--- config.mk ---
export PLATFORM = sky130hd
export DESIGN_NAME = pri_sched
export DESIGN_NICKNAME = d
export VERILOG_FILES = /design/src/rtl/ddc_pkg.sv /design/src/rtl/seg_timer.sv /design/src/rtl/pri_sched.sv
export SDC_FILE = /design/constraint.sdc
export NUM_CORES = 1
export LEC_CHECK = 0
export CAP_MARGIN = 40
export CORE_MARGIN = 3
export CORE_UTILIZATION = 25
export CTS_CLUSTER_SIZE = 40
export DETAILED_ROUTE_END_ITERATION = 10
export RECOVER_POWER = 100
export REMOVE_ABC_BUFFERS = 1
export SLEW_MARGIN = 20
export SYNTH_ARGS = -nofsm -noshare
export SYNTH_HDL_FRONTEND = slang
export SYNTH_SLANG_ARGS = --single-unit
--- constraint.sdc ---
create_clock -name glb_100M -period 12.9 [get_ports glb_100M]
set_input_delay 2.58 -clock glb_100M [delete_from_list [all_inputs] [get_ports glb_100M]]
set_output_delay 2.58 -clock glb_100M [all_outputs]
set_load 0.02 [all_outputs]
--- src/rtl/ddc_pkg.sv ---
// Shared types and constants for the AD/DDC timing chain.
// Holds the scheduler state encoding and the accepted work modes.
package ddc_pkg;

    typedef enum logic [1:0] {
        IDLE,
        TX,
        GAP,
        RX
    } state_e;

    localparam logic [7:0] MODE1 = 8'h01;
    localparam logic [7:0] MODE2 = 8'h02;
    localparam logic [7:0] MODE3 = 8'h03;

    function automatic logic mode_ok(input logic [7:0] m);
        return (m == MODE1) || (m == MODE2) || (m == MODE3);
    endfunction

endpackage

--- src/rtl/seg_timer.sv ---
// Loadable down-counter timing one scheduler segment.
// done is high for the single cycle in which the count sits at 1.
module seg_timer #(
    parameter int CW = 16
) (
    input  logic          clk,
    input  logic          rst_n,
    input  logic          load,
    input  logic [CW-1:0] value,
    output logic          done
);

    logic [CW-1:0] cnt_q;
    logic [CW-1:0] cnt_d;

    always_comb begin
        cnt_d = cnt_q;
        if (load) begin
            cnt_d = value;
        end else if (cnt_q != '0) begin
            cnt_d = cnt_q - CW'(1);
        end
    end

    always_ff @(posedge clk) begin
        if (!rst_n) begin
            cnt_q <= '0;
        end else begin
            cnt_q <= cnt_d;
        end
    end

    assign done = (cnt_q == CW'(1));

endmodule

--- src/rtl/pri_sched.sv ---
// Per-PRI scheduler: TX gate, receive window and CPI markers.
// Sequences IDLE->TX->GAP->RX on each accepted PRI edge.
module pri_sched
    import ddc_pkg::*;
#(
    parameter int TX_UNIT = 100,
    parameter int RX_DLY  = 200,
    parameter int RX_LEN  = 4000,
    parameter int CW      = 16
) (
    input  logic        glb_100M,
    input  logic        rst_n,
    input  logic        PRI,
    input  logic        flag,
    input  logic [7:0]  work_mode,
    input  logic [7:0]  wave_code,
    input  logic [15:0] pri_code,
    output logic        tx_gate,
    output logic        rx_win,
    output logic        cpi_st,
    output logic        cpi_end,
    output logic [15:0] pri_idx,
    output logic        overrun,
    output logic        hdr_err,
    output logic        busy
);

    if (255 * TX_UNIT >= 2 ** CW) begin : g_len_chk
        $error("pri_sched: 255*TX_UNIT does not fit in CW bits");
    end

    localparam logic [CW-1:0] GAP_CYC = CW'((RX_DLY < 1) ? 1 : RX_DLY);
    localparam logic [CW-1:0] RX_CYC  = CW'((RX_LEN < 1) ? 1 : RX_LEN);

    state_e      state_q, state_d;
    logic        pri_d_q;
    logic [7:0]  wc_q, wc_d;
    logic [15:0] cpi_len_q, cpi_len_d;
    logic [15:0] pri_idx_q, pri_idx_d;
    logic        tx_gate_q, tx_gate_d;
    logic        rx_win_q, rx_win_d;
    logic        cpi_st_q, cpi_st_d;
    logic        cpi_end_q, cpi_end_d;
    logic        overrun_q, overrun_d;
    logic        hdr_err_q, hdr_err_d;
    logic        busy_q, busy_d;

    logic          pri_edge;
    logic [15:0]   idx_inc;
    logic [15:0]   tx_prod;
    logic          seg_load;
    logic [CW-1:0] seg_val;
    logic          seg_done;

    always_comb begin
        state_d   = state_q;
        wc_d      = wc_q;
        cpi_len_d = cpi_len_q;
        pri_idx_d = pri_idx_q;
        hdr_err_d = 1'b0;
        cpi_end_d = 1'b0;
        pri_edge  = PRI & ~pri_d_q;
        idx_inc   = pri_idx_q + 16'd1;

        unique case (state_q)
            IDLE: begin
                if (pri_edge) begin
                    if (!flag && mode_ok(work_mode)) begin
                        state_d = TX;
                        wc_d    = wave_code;
                        if (pri_idx_q == '0) begin
                            cpi_len_d = (pri_code == '0) ? 16'd1 : pri_code;
                        end
                    end else begin
                        hdr_err_d = 1'b1;
                        pri_idx_d = '0;
                    end
                end
            end
            TX: begin
                if (seg_done) state_d = GAP;
            end
            GAP: begin
                if (seg_done) state_d = RX;
            end
            RX: begin
                if (seg_done) begin
                    state_d = IDLE;
                    if (idx_inc == cpi_len_q) begin
                        pri_idx_d = '0;
                        cpi_end_d = 1'b1;
                    end else begin
                        pri_idx_d = idx_inc;
                    end
                end
            end
        endcase

        overrun_d = pri_edge && (state_q != IDLE);
        cpi_st_d  = (state_q == GAP) && (state_d == RX) && (pri_idx_q == '0);
        tx_gate_d = (state_d == TX);
        rx_win_d  = (state_d == RX);
        busy_d    = (state_d != IDLE);

        // Product is formed in 16 bits; the length check bounds it.
        tx_prod  = 16'((wc_d == '0) ? 8'd1 : wc_d) * 16'(TX_UNIT);
        seg_load = (state_d != state_q) && (state_d != IDLE);
        unique case (state_d)
            TX:      seg_val = CW'(tx_prod);
            GAP:     seg_val = GAP_CYC;
            default: seg_val = RX_CYC;
        endcase
    end

    always_ff @(posedge glb_100M) begin
        if (!rst_n) begin
            state_q   <= IDLE;
            pri_d_q   <= 1'b0;
            wc_q      <= '0;
            cpi_len_q <= 16'd1;
            pri_idx_q <= '0;
            tx_gate_q <= 1'b0;
            rx_win_q  <= 1'b0;
            cpi_st_q  <= 1'b0;
            cpi_end_q <= 1'b0;
            overrun_q <= 1'b0;
            hdr_err_q <= 1'b0;
            busy_q    <= 1'b0;
        end else begin
            state_q   <= state_d;
            pri_d_q   <= PRI;
            wc_q      <= wc_d;
            cpi_len_q <= cpi_len_d;
            pri_idx_q <= pri_idx_d;
            tx_gate_q <= tx_gate_d;
            rx_win_q  <= rx_win_d;
            cpi_st_q  <= cpi_st_d;
            cpi_end_q <= cpi_end_d;
            overrun_q <= overrun_d;
            hdr_err_q <= hdr_err_d;
            busy_q    <= busy_d;
        end
    end

    seg_timer #(
        .CW(CW)
    ) u_seg_timer (
        .clk   (glb_100M),
        .rst_n (rst_n),
        .load  (seg_load),
        .value (seg_val),
        .done  (seg_done)
    );

    assign tx_gate = tx_gate_q;
    assign rx_win  = rx_win_q;
    assign cpi_st  = cpi_st_q;
    assign cpi_end = cpi_end_q;
    assign pri_idx = pri_idx_q;
    assign overrun = overrun_q;
    assign hdr_err = hdr_err_q;
    assign busy    = busy_q;

endmodule

==> impl_metrics.py <==
metrics = {
    "clocking": {
        "deepest_level_of_the_cts_h_tree": 3,
        "tritoncts": "built",
        "cts-resized-gates": 0,
        "clk_root_buffer_cell": "clkbuf_16",
        "clock_sinks": 66,
        "insertion_delay_ns": 0.33,
        "clk_pin_slew_worst_paths_ns": 0.06,
        "cts_buffers": 9,
        "post_cts_buffers": 0,
        "cts_hold_fix_bufs": 0,
        "cts.path.max_buffers": 2,
    },
    "synth": {
        "postSynth.topFlopCell": "dfxtp_1",
        "postSynthAreaPerCell_sq_um": 8.23,
        "yosys-mux-area-fraction": 0.0225,
        "yosys_warnings": 0,
        "synth_top_family_by_area": "simple AND/OR/NAND/NOR gates",
        "yosys.cell_types.count": 69,
        "synth-xor-area-share": 0.0740,
        "syn-instance-count": 575,
        "post_synth_edffs": 0,
        "synth-compound-area-share": 0.172,
        "synth_seq_area_share": 0.279,
        "asyncSetResetFlopFracSynth": 0,
        "yosys.area_share.simple": 0.287,
        "synthAdderAreaFrac": 0.103,
        "synth.ff_latch_count": 66,
        "mappedNetlistArea_sq_mm": 0.00473,
    },
    "drt": {
        "detail_route.wl_per_cell_microns": 14.6,
        "detail-route-antenna-nets": 0,
        "route.detailed.drc": 0,
        "first_pass_iters": 5,
        "routed-via-count": 4247,
        "drt-initial-drc-count": 208,
        "detail_route.vias_per_cell": 5.00,
        "drt-total-wl_microns": 12400,
    },
    "global_routing": {
        "antenna_found_initial": 0,
        "grtUsageTotal": 0.123,
        "grt_first_pass_wirelength_microns": 20500,
        "globalRouteOverflowTotal": 0,
        "grt_max_degree": 67,
        "vias_in_the_first_global_route": 4109,
    },
    "worst_setup_path": {
        "worstReg2RegStart": "u_seg_timer.cnt_q[8]",
        "worst_path_largest_cell_delay_ns": 0.53,
        "timing.critical_path.arrival_ns": 7.55,
        "path_max_fanout": 14,
        "crit_path_start_kind": "input port",
        "crit_required_ns": 13.13,
        "setup.worst_path.start": "flag",
        "cp-end-kind": "flop",
        "crit_top_cell": "ha_1",
        "crit_path_top_delay_cell": "dlygate4sd3_1",
        "path_cells": "dlygate4sd3_1 -> nor4_1 -> o2111ai_2 -> clkbuf_1 -> mux2_2 -> ha_1 -> ha_1 -> inv_1 -> fa_1 -> inv_1 -> ha_1 -> nor2b_1 -> o21a_1 -> o21ai_0 -> a21boi_0 -> o21a_1 -> o31a_1 -> a211oi_2",
        "critPathKind": "input port to flop",
    },
    "die": {
        "fp.coreArea_sq_mm": 0.0183,
        "design.die.area_sq_mm": 0.0206,
        "dieHeight_microns": 144,
        "design.portCount": 59,
        "initial_core_util": 0.259,
        "dieWidth_microns": 144,
        "placement_rows": 49,
    },
    "sta": {
        "sum_of_negative_setup_slack_ns": 0,
        "timing.max_slew.rel_slack": -0.546,
        "period_needed_ns": 7.32,
        "fin_crit_sh": 0.567,
        "rsz0062_at_grt": "false",
        "finalSetupViolations": 0,
        "fin_worst_skew_ns": 0.00818,
        "max_freq_ghz": 0.137,
        "final_hold_viols": 0,
        "worstMarginPinSlew_ns": 2.32,
        "finalWorstSetupSlack_ns": 5.58,
        "drv_slew": 86,
    },
    "status": {
        "status": "complete, but fails checks",
        "violations": "capacitance limit, slew limit",
    },
    "final_layout": {
        "multi_input_comb_area_sq_mm": 0.00309,
        "fill_cells": 1921,
        "nets": 688,
        "final_core_util": 0.312,
        "layoutNonFillerInstCount": 849,
        "area_growth_from_synthesis_to_layout_pct": 20.3,
        "ff_latch_area_sq_mm": 0.00132,
        "antenna_cells": 0,
        "drive_gt1_frac": 0.0645,
    },
    "placed_design": {
        "place.detailed.hpwl_microns": 9350,
        "dp_worst_setup_slack_ns": 5.68,
        "count_of_buffers_inserted_at_the_top_level_ports": 58,
        "place.gp.congestion": 0.863,
        "place_inst": 833,
    },
    "min_path": {
        "hold_path.startpoint": "cpi_len_q[12]",
        "hp-class": "flop to flop",
    },
    "pwr": {
        "power.leakage_uw": 0.00240,
        "pwr_density_cell_mw_per_mm2": 112,
        "report.power.total_uw": 639,
        "maximum_vdd_drop_mv": 0.0500,
    },
    "job": {
        "max_cap_violations": 2,
    },
}
path summary, 6_finish.rpt:
kind / end / slack, ns / depth (start not counted)
worst max-delay path: u_seg_timer.cnt_q[12] / 5.58 / 18
worst min-delay path: cpi_len_q[12] / 0.48 / 2
worst max register to register: u_seg_timer.cnt_q[13] / 7.59 / 13
worst min register to register: cpi_len_q[12] / 0.48 / 2
logic make-up (layout without fill, tap and decap cells):
logic type,Yosys count,count (layout)
and+or+nand+nor,246,246
AOI/OAI and AO/OA,107,107
buffers and inverters,69,114
DFF,66,66
xor gates and xnor gates,40,40
adders and majority gates,37,37
muxes,10,10
worst max-delay path: cells and delay by family:
kind / cells / cell delay (ns)
multiplexers: 1 / 0.44
adder cells (fa/ha/maj): 4 / 1.39
AND/OR/NAND/NOR: 2 / 0.59
buffers and inverters: 4 / 1.01
AO/OA/AOI/OAI: 7 / 1.52
routing by layer:
layer / up-vias / global-route usage / share of wire
met4: 0 / 0.0337 / 0.014
met3: 16 / 0.0316 / 0.049
li1: 2139 / - / -
met2: 96 / 0.213 / 0.49
met1: 1996 / 0.152 / 0.45
met5: - / 0 / 0
per-stage QoR:
stage | hold slack [ns] | area (sq um)
2_1_floorplan | 0.453 | 4570
6_report | 0.482 | 5690
3_3_place_gp | 0.462 | 5450
4_1_cts | 0.481 | 5740
3_5_place_dp | 0.474 | 5480
5_1_grt | 0.504 | 5690
area by class of cell:
cell class,count,area share
clock buffer,13,0.0439
clock inverter,3,0.00264
inverter,35,0.0231
multi-input combinational,440,0.542
sequential,66,0.232
tap,229,0.0503
timing repair buffer,63,0.106
state kept, by name, summed over array words and instances, names as in the netlist, 2 cells and up:
signal             cells
state_q                2
u_seg_timer.cnt_q     16
pri_idx               16
wc_q                   8
cpi_len_q             16
placed cells by master, fill, tap and decap left out, drive strengths merged, types with 16 or more instances in the layout:
master         count
clkbuf            16
dlygate4sd3       24
and3              16
a21boi            17
a21oi             18
clkdlybuf4s50     33
ha                34
inv               35
xor2              17
xnor2             23
nand2             84
nor2              21
dfxtp             66
power by group:
part           switching (uW)  internal [uW]
sequential               17.4            224
clock                    89.7            134
combinational            91.0           82.4
total                     198            441
Yosys cell counts (3+ instances only):
| library cell | count | area, sq um |
|---|---|---|
| fa_1 | 3 | 60.1 |
| nor2_1 | 20 | 75.1 |
| nor3b_1 | 12 | 90.1 |
| mux2i_1 | 5 | 50.1 |
| a41oi_1 | 3 | 26.3 |
| a31oi_1 | 6 | 37.5 |
| a21o_1 | 4 | 30.0 |
| a21oi_1 | 18 | 90.1 |
| nand3b_1 | 4 | 30.0 |
| buf_6 | 3 | 33.8 |
| o21a_1 | 3 | 22.5 |
| inv_1 | 34 | 128 |
| o211ai_1 | 4 | 30.0 |
| dfxtp_1 | 66 | 1320 |
| a21boi_0 | 16 | 120 |
| nor3_1 | 11 | 55.1 |
| nand2_1 | 83 | 312 |
| nand4b_1 | 4 | 35.0 |
| and2_1 | 13 | 81.3 |
| nand4_1 | 10 | 62.6 |
| a211oi_2 | 3 | 37.5 |
| xor2_1 | 17 | 149 |
| a211oi_1 | 4 | 30.0 |
| o221ai_1 | 11 | 96.3 |
| xnor2_1 | 23 | 201 |
| nor4_1 | 15 | 93.8 |
| buf_2 | 3 | 15.0 |
| nand2b_1 | 4 | 25.0 |
| and4_1 | 4 | 35.0 |
| mux2_2 | 5 | 56.3 |
| ha_1 | 34 | 425 |
| nor4b_1 | 3 | 26.3 |
| o21ai_0 | 14 | 70.1 |
| nor2b_1 | 15 | 93.8 |
| and3_1 | 16 | 100 |
| clkbuf_1 | 25 | 93.8 |
| a311oi_1 | 3 | 26.3 |
| nand3_1 | 14 | 70.1 |
Power figures use the tool's default switching activity.
==> RTL change 1, RTL diff (same flow settings) <==
`CW` is set to 16 in 2 places; all go to 15.
--- a/src/rtl/seg_timer.sv
+++ b/src/rtl/seg_timer.sv
@@ -2,5 +2,5 @@
 // done is high for the single cycle in which the count sits at 1.
 module seg_timer #(
-    parameter int CW = 16
+    parameter int CW = 15
 ) (
     input  logic          clk,
--- a/src/rtl/pri_sched.sv
+++ b/src/rtl/pri_sched.sv
@@ -7,5 +7,5 @@
     parameter int RX_DLY  = 200,
     parameter int RX_LEN  = 4000,
-    parameter int CW      = 16
+    parameter int CW      = 15
 ) (
     input  logic        glb_100M,
Formal check against the unedited RTL: same outputs for any inputs over 10 cycles, from zero or initial values and one cycle with rst_n low; that may be too few to reach the edited logic, so the function may still have changed.
==> RTL change 1 against the original RTL <==
- the flow still finishes with violations (capacitance limit, slew limit)
- design area is 3.1% lower
- sequential share of layout area is 0.39 points higher
- sequential cell count is 1 lower
- synthesized area is 5.7% lower
- routed wire length is 9.8% lower
- non-clock buffer count is 1 lower
- power is 7.6% higher
- via count is 11% lower
- fmax is 1.2% lower
- setup slack worse by 87 ps
- final cell count is 7.1% lower
==> RTL change 1: results (changes against the original RTL) <==
crit path time final 7400 ps (+86.7 ps); Worst path max stage delay 650 ps (+120 ps); Final nets 632 (-8.1%); Area contributors post-synth dfxtp_1, ha_1, xnor2_1; area grow syn2layout 23.5%; area of the multi-input gates 0.00289 mm² (-6.5%); DR WL met3 404 µm (-33%); Worst VDD drop 0.0000800 V (+60%); Layout fillers 1,851 (-3.6%); Final HPWL DP 8.37 mm (-11%); Area after DPL 0.00522 mm² (-4.8%); Non-CTS buffers 62 (-1.6%); vias in the first global route 3,760 (-8.5%); routability cong. 0.820 (-4.9%); Seq/total area 23.6% (+0.39 points); reg2reg start state_q[1]$_SDFF_PN0_; Synth Area in Adders 10.9% (+0.61 points); final-layout clock-cell area share 6.24% (+1.6 points); post-synthesis xor/xnor area fraction 8.83% (+1.4 points); minimum hold slack 512 ps (+30.5 ps); wl on met1 5.03 mm (-9.4%); CP max FO 9 (-5); Pins Over Slew Limit 42 (-51%); #FFs+latches synth 65 (-1.5%); Mapped Avg Cell Area 8.67 µm² (+5.3%); Hold Path End wc_q[5]$_SDFF_PN0_; routed length on met2 5.68 mm (-6.3%); CP arrival 7560 ps (about the same); inverters 25 (-29%); DR iter-0 viols 228 (+9.6%); clk_buf instances 10 (-3); outcome complete, but fails checks; post-place setup slack 5420 ps (-267 ps); Max Cap Viol 1 (-1); Reg-to-Reg End u_seg_timer.cnt_q[12]$_SDFFE_PN0P_; violations in the final reports capacitance limit, slew limit
RTL change 1: cell types whose count changed after synthesis, moves of 8 or more:
| cell | unedited run | this run |
|---|---|---|
| mux2i_1 | 5 | 21 |
| nor2_1 | 20 | 42 |
| clkbuf_1 | 25 | 13 |
| inv_1 | 34 | 25 |
| nor4_1 | 15 | 7 |
| nand2_1 | 83 | 37 |
| nor2b_1 | 15 | 29 |
| nor3b_1 | 12 | 3 |
| a21boi_0 | 16 | 3 |
| and3_1 | 16 | 8 |
RTL change 1: worst max-delay path, delay by kind of cell:
kind                     cells  cell delay [ps]
AO/OA/AOI/OAI                7             1720
buffers and inverters        4             1110
adder cells (fa/ha/maj)      3              860
AND/OR/NAND/NOR              3              700
multiplexers                 1              450
XOR/XNOR                     1              130
RTL change 1: power by group through the flow:
stage               clock network [mW]  logic (mW)  registers [mW]
finish                           0.287       0.168           0.233
global route                     0.303       0.193           0.236
CTS                              0.295       0.170           0.233
detailed placement                   0       0.168           0.237
global placement                     0       0.168           0.237
floorplan                            0       0.126           0.234
==> RTL change 2, RTL diff (config.mk and constraints unchanged) <==
Made on the original files. Make the reset (`rst_n`) asynchronous in 2 clocked blocks.
--- a/src/rtl/seg_timer.sv
+++ b/src/rtl/seg_timer.sv
@@ -23,5 +23,5 @@
     end
 
-    always_ff @(posedge clk) begin
+    always_ff @(posedge clk or negedge rst_n) begin
         if (!rst_n) begin
             cnt_q <= '0;
--- a/src/rtl/pri_sched.sv
+++ b/src/rtl/pri_sched.sv
@@ -113,5 +113,5 @@
     end
 
-    always_ff @(posedge glb_100M) begin
+    always_ff @(posedge glb_100M or negedge rst_n) begin
         if (!rst_n) begin
             state_q   <= IDLE;
Check against the original RTL: differs if rst_n is asserted again (counterexample within 4 cycles, from zero or initial values and one cycle with rst_n low); with rst_n held inactive, the same outputs for 10 cycles.
==> RTL change 2 against the original RTL <==
- the run still ends with capacitance limit, slew limit left
- setup slack improved by 140 ps
- core utilization grew 0.31 points
- final cell count shrank 7.4%
- design area rose by 0.33%
- routed wire length down 5.4%
- synthesized area down 1.5%
- sequential cell count did not move
Power is not compared: it rests on default switching activity, and its combinational part moved more than twofold at a synthesized area within 25%.
==> RTL change 2: results (changes against the original RTL) <==
outcome complete, but fails checks; violations in the final reports capacitance limit, slew limit; sequential fraction of the synthesis area 35.4% (+7.5 points); Async SR Flop Fraction 100% (+100 points); Layout fillers 1,915 (-0.31%); Synth Flop Type dfrtp_1; DR iter-0 viols 295 (+42%); post-synthesis xor/xnor area fraction 6.95% (-0.45 points); post-place setup slack 5460 ps (-219 ps); Synth top cells by count dfrtp_1, inv_1, ha_1, nand3_1; slew margin rel. -70.6% (-16 points); Routed WL per cell 14.9 µm (+2.1%); count of mapped cells out of synthesis 501 (-13%); Cell variety after synth 68 (-1.4%); vias per inst 4.91 (-1.8%); WL final 11.7 mm (-5.4%); share of cells above drive strength 1 7.00% (+0.55 points); Inst Count DP 769 (-7.7%); post-route cell area 0.00571 mm² (+0.33%); Area contributors post-synth dfrtp_1, ha_1, xnor2_1; Max Cap Viol 1 (-1); Final nets 625 (-9.2%); routability cong. 0.872 (+1.1%); Final HPWL DP 8.93 mm (-4.5%); Pins Over Slew Limit 48 (-44%); total track usage 12.0% (-0.29 points)
[RTL change 2: cell types whose count changed in the layout (fill, tap and decap cells not counted), moves of 11 or more]
cell / change
dfrtp_1: +65
o221ai_1: -11
a21boi_0: -15
nor3b_1: -11
nor2_1: +14
dfxtp_1: -66
nand2_1: -50
nand3_1: +20
[RTL change 2: per-layer routing]
layer	wire (µm)	part of all wire (%)	track usage [%]	up-vias
met5	0	0	0	-
met4	153	1.3	3.85	0
met3	618	5.3	2.86	12
met2	5620	48	19.5	96
met1	5330	45	15.9	1847
li1	-	-	-	1906
[RTL change 2: power by group through the flow]
stage,clock network (mW),logic [mW],registers (mW)
floorplan,0,0.0414,0.232
global placement,0,0.0687,0.234
detailed placement,0,0.0704,0.234
CTS,0.256,0.0708,0.230
global route,0.267,0.0761,0.231
finish,0.251,0.0670,0.230
[RTL change 2: path summary, 6_finish.rpt]
path	startpoint	cells after the start	slack (ps)	to
worst min register to register	wc_q[3]$_DFF_PN0_	1	500	wc_q[3]$_DFF_PN0_
worst max-delay path	flag	19	5720	u_seg_timer.cnt_q[14]$_DFFE_PN0P_
worst min-delay path	wc_q[3]$_DFF_PN0_	1	500	wc_q[3]$_DFF_PN0_
min in group asynchronous	rst_n	2	2500	pri_idx[8]$_DFFE_PN0P_
worst max register to register	state_q[1]$_DFF_PN0_	17	8250	u_seg_timer.cnt_q[14]$_DFFE_PN0P_
max in group asynchronous	rst_n	3	7460	u_seg_timer.cnt_q[10]$_DFFE_PN0P_
[RTL change 2: area by class of cell]
cell class	instances	share of cell area [%]
Multi-Input combinational cell	376	47.8
Clock buffer	14	4.62
Clock inverter	2	0.613
Tap cell	229	5.02
Inverter	36	2.37
Timing Repair Buffer	63	10.7
Sequential cell	66	28.9
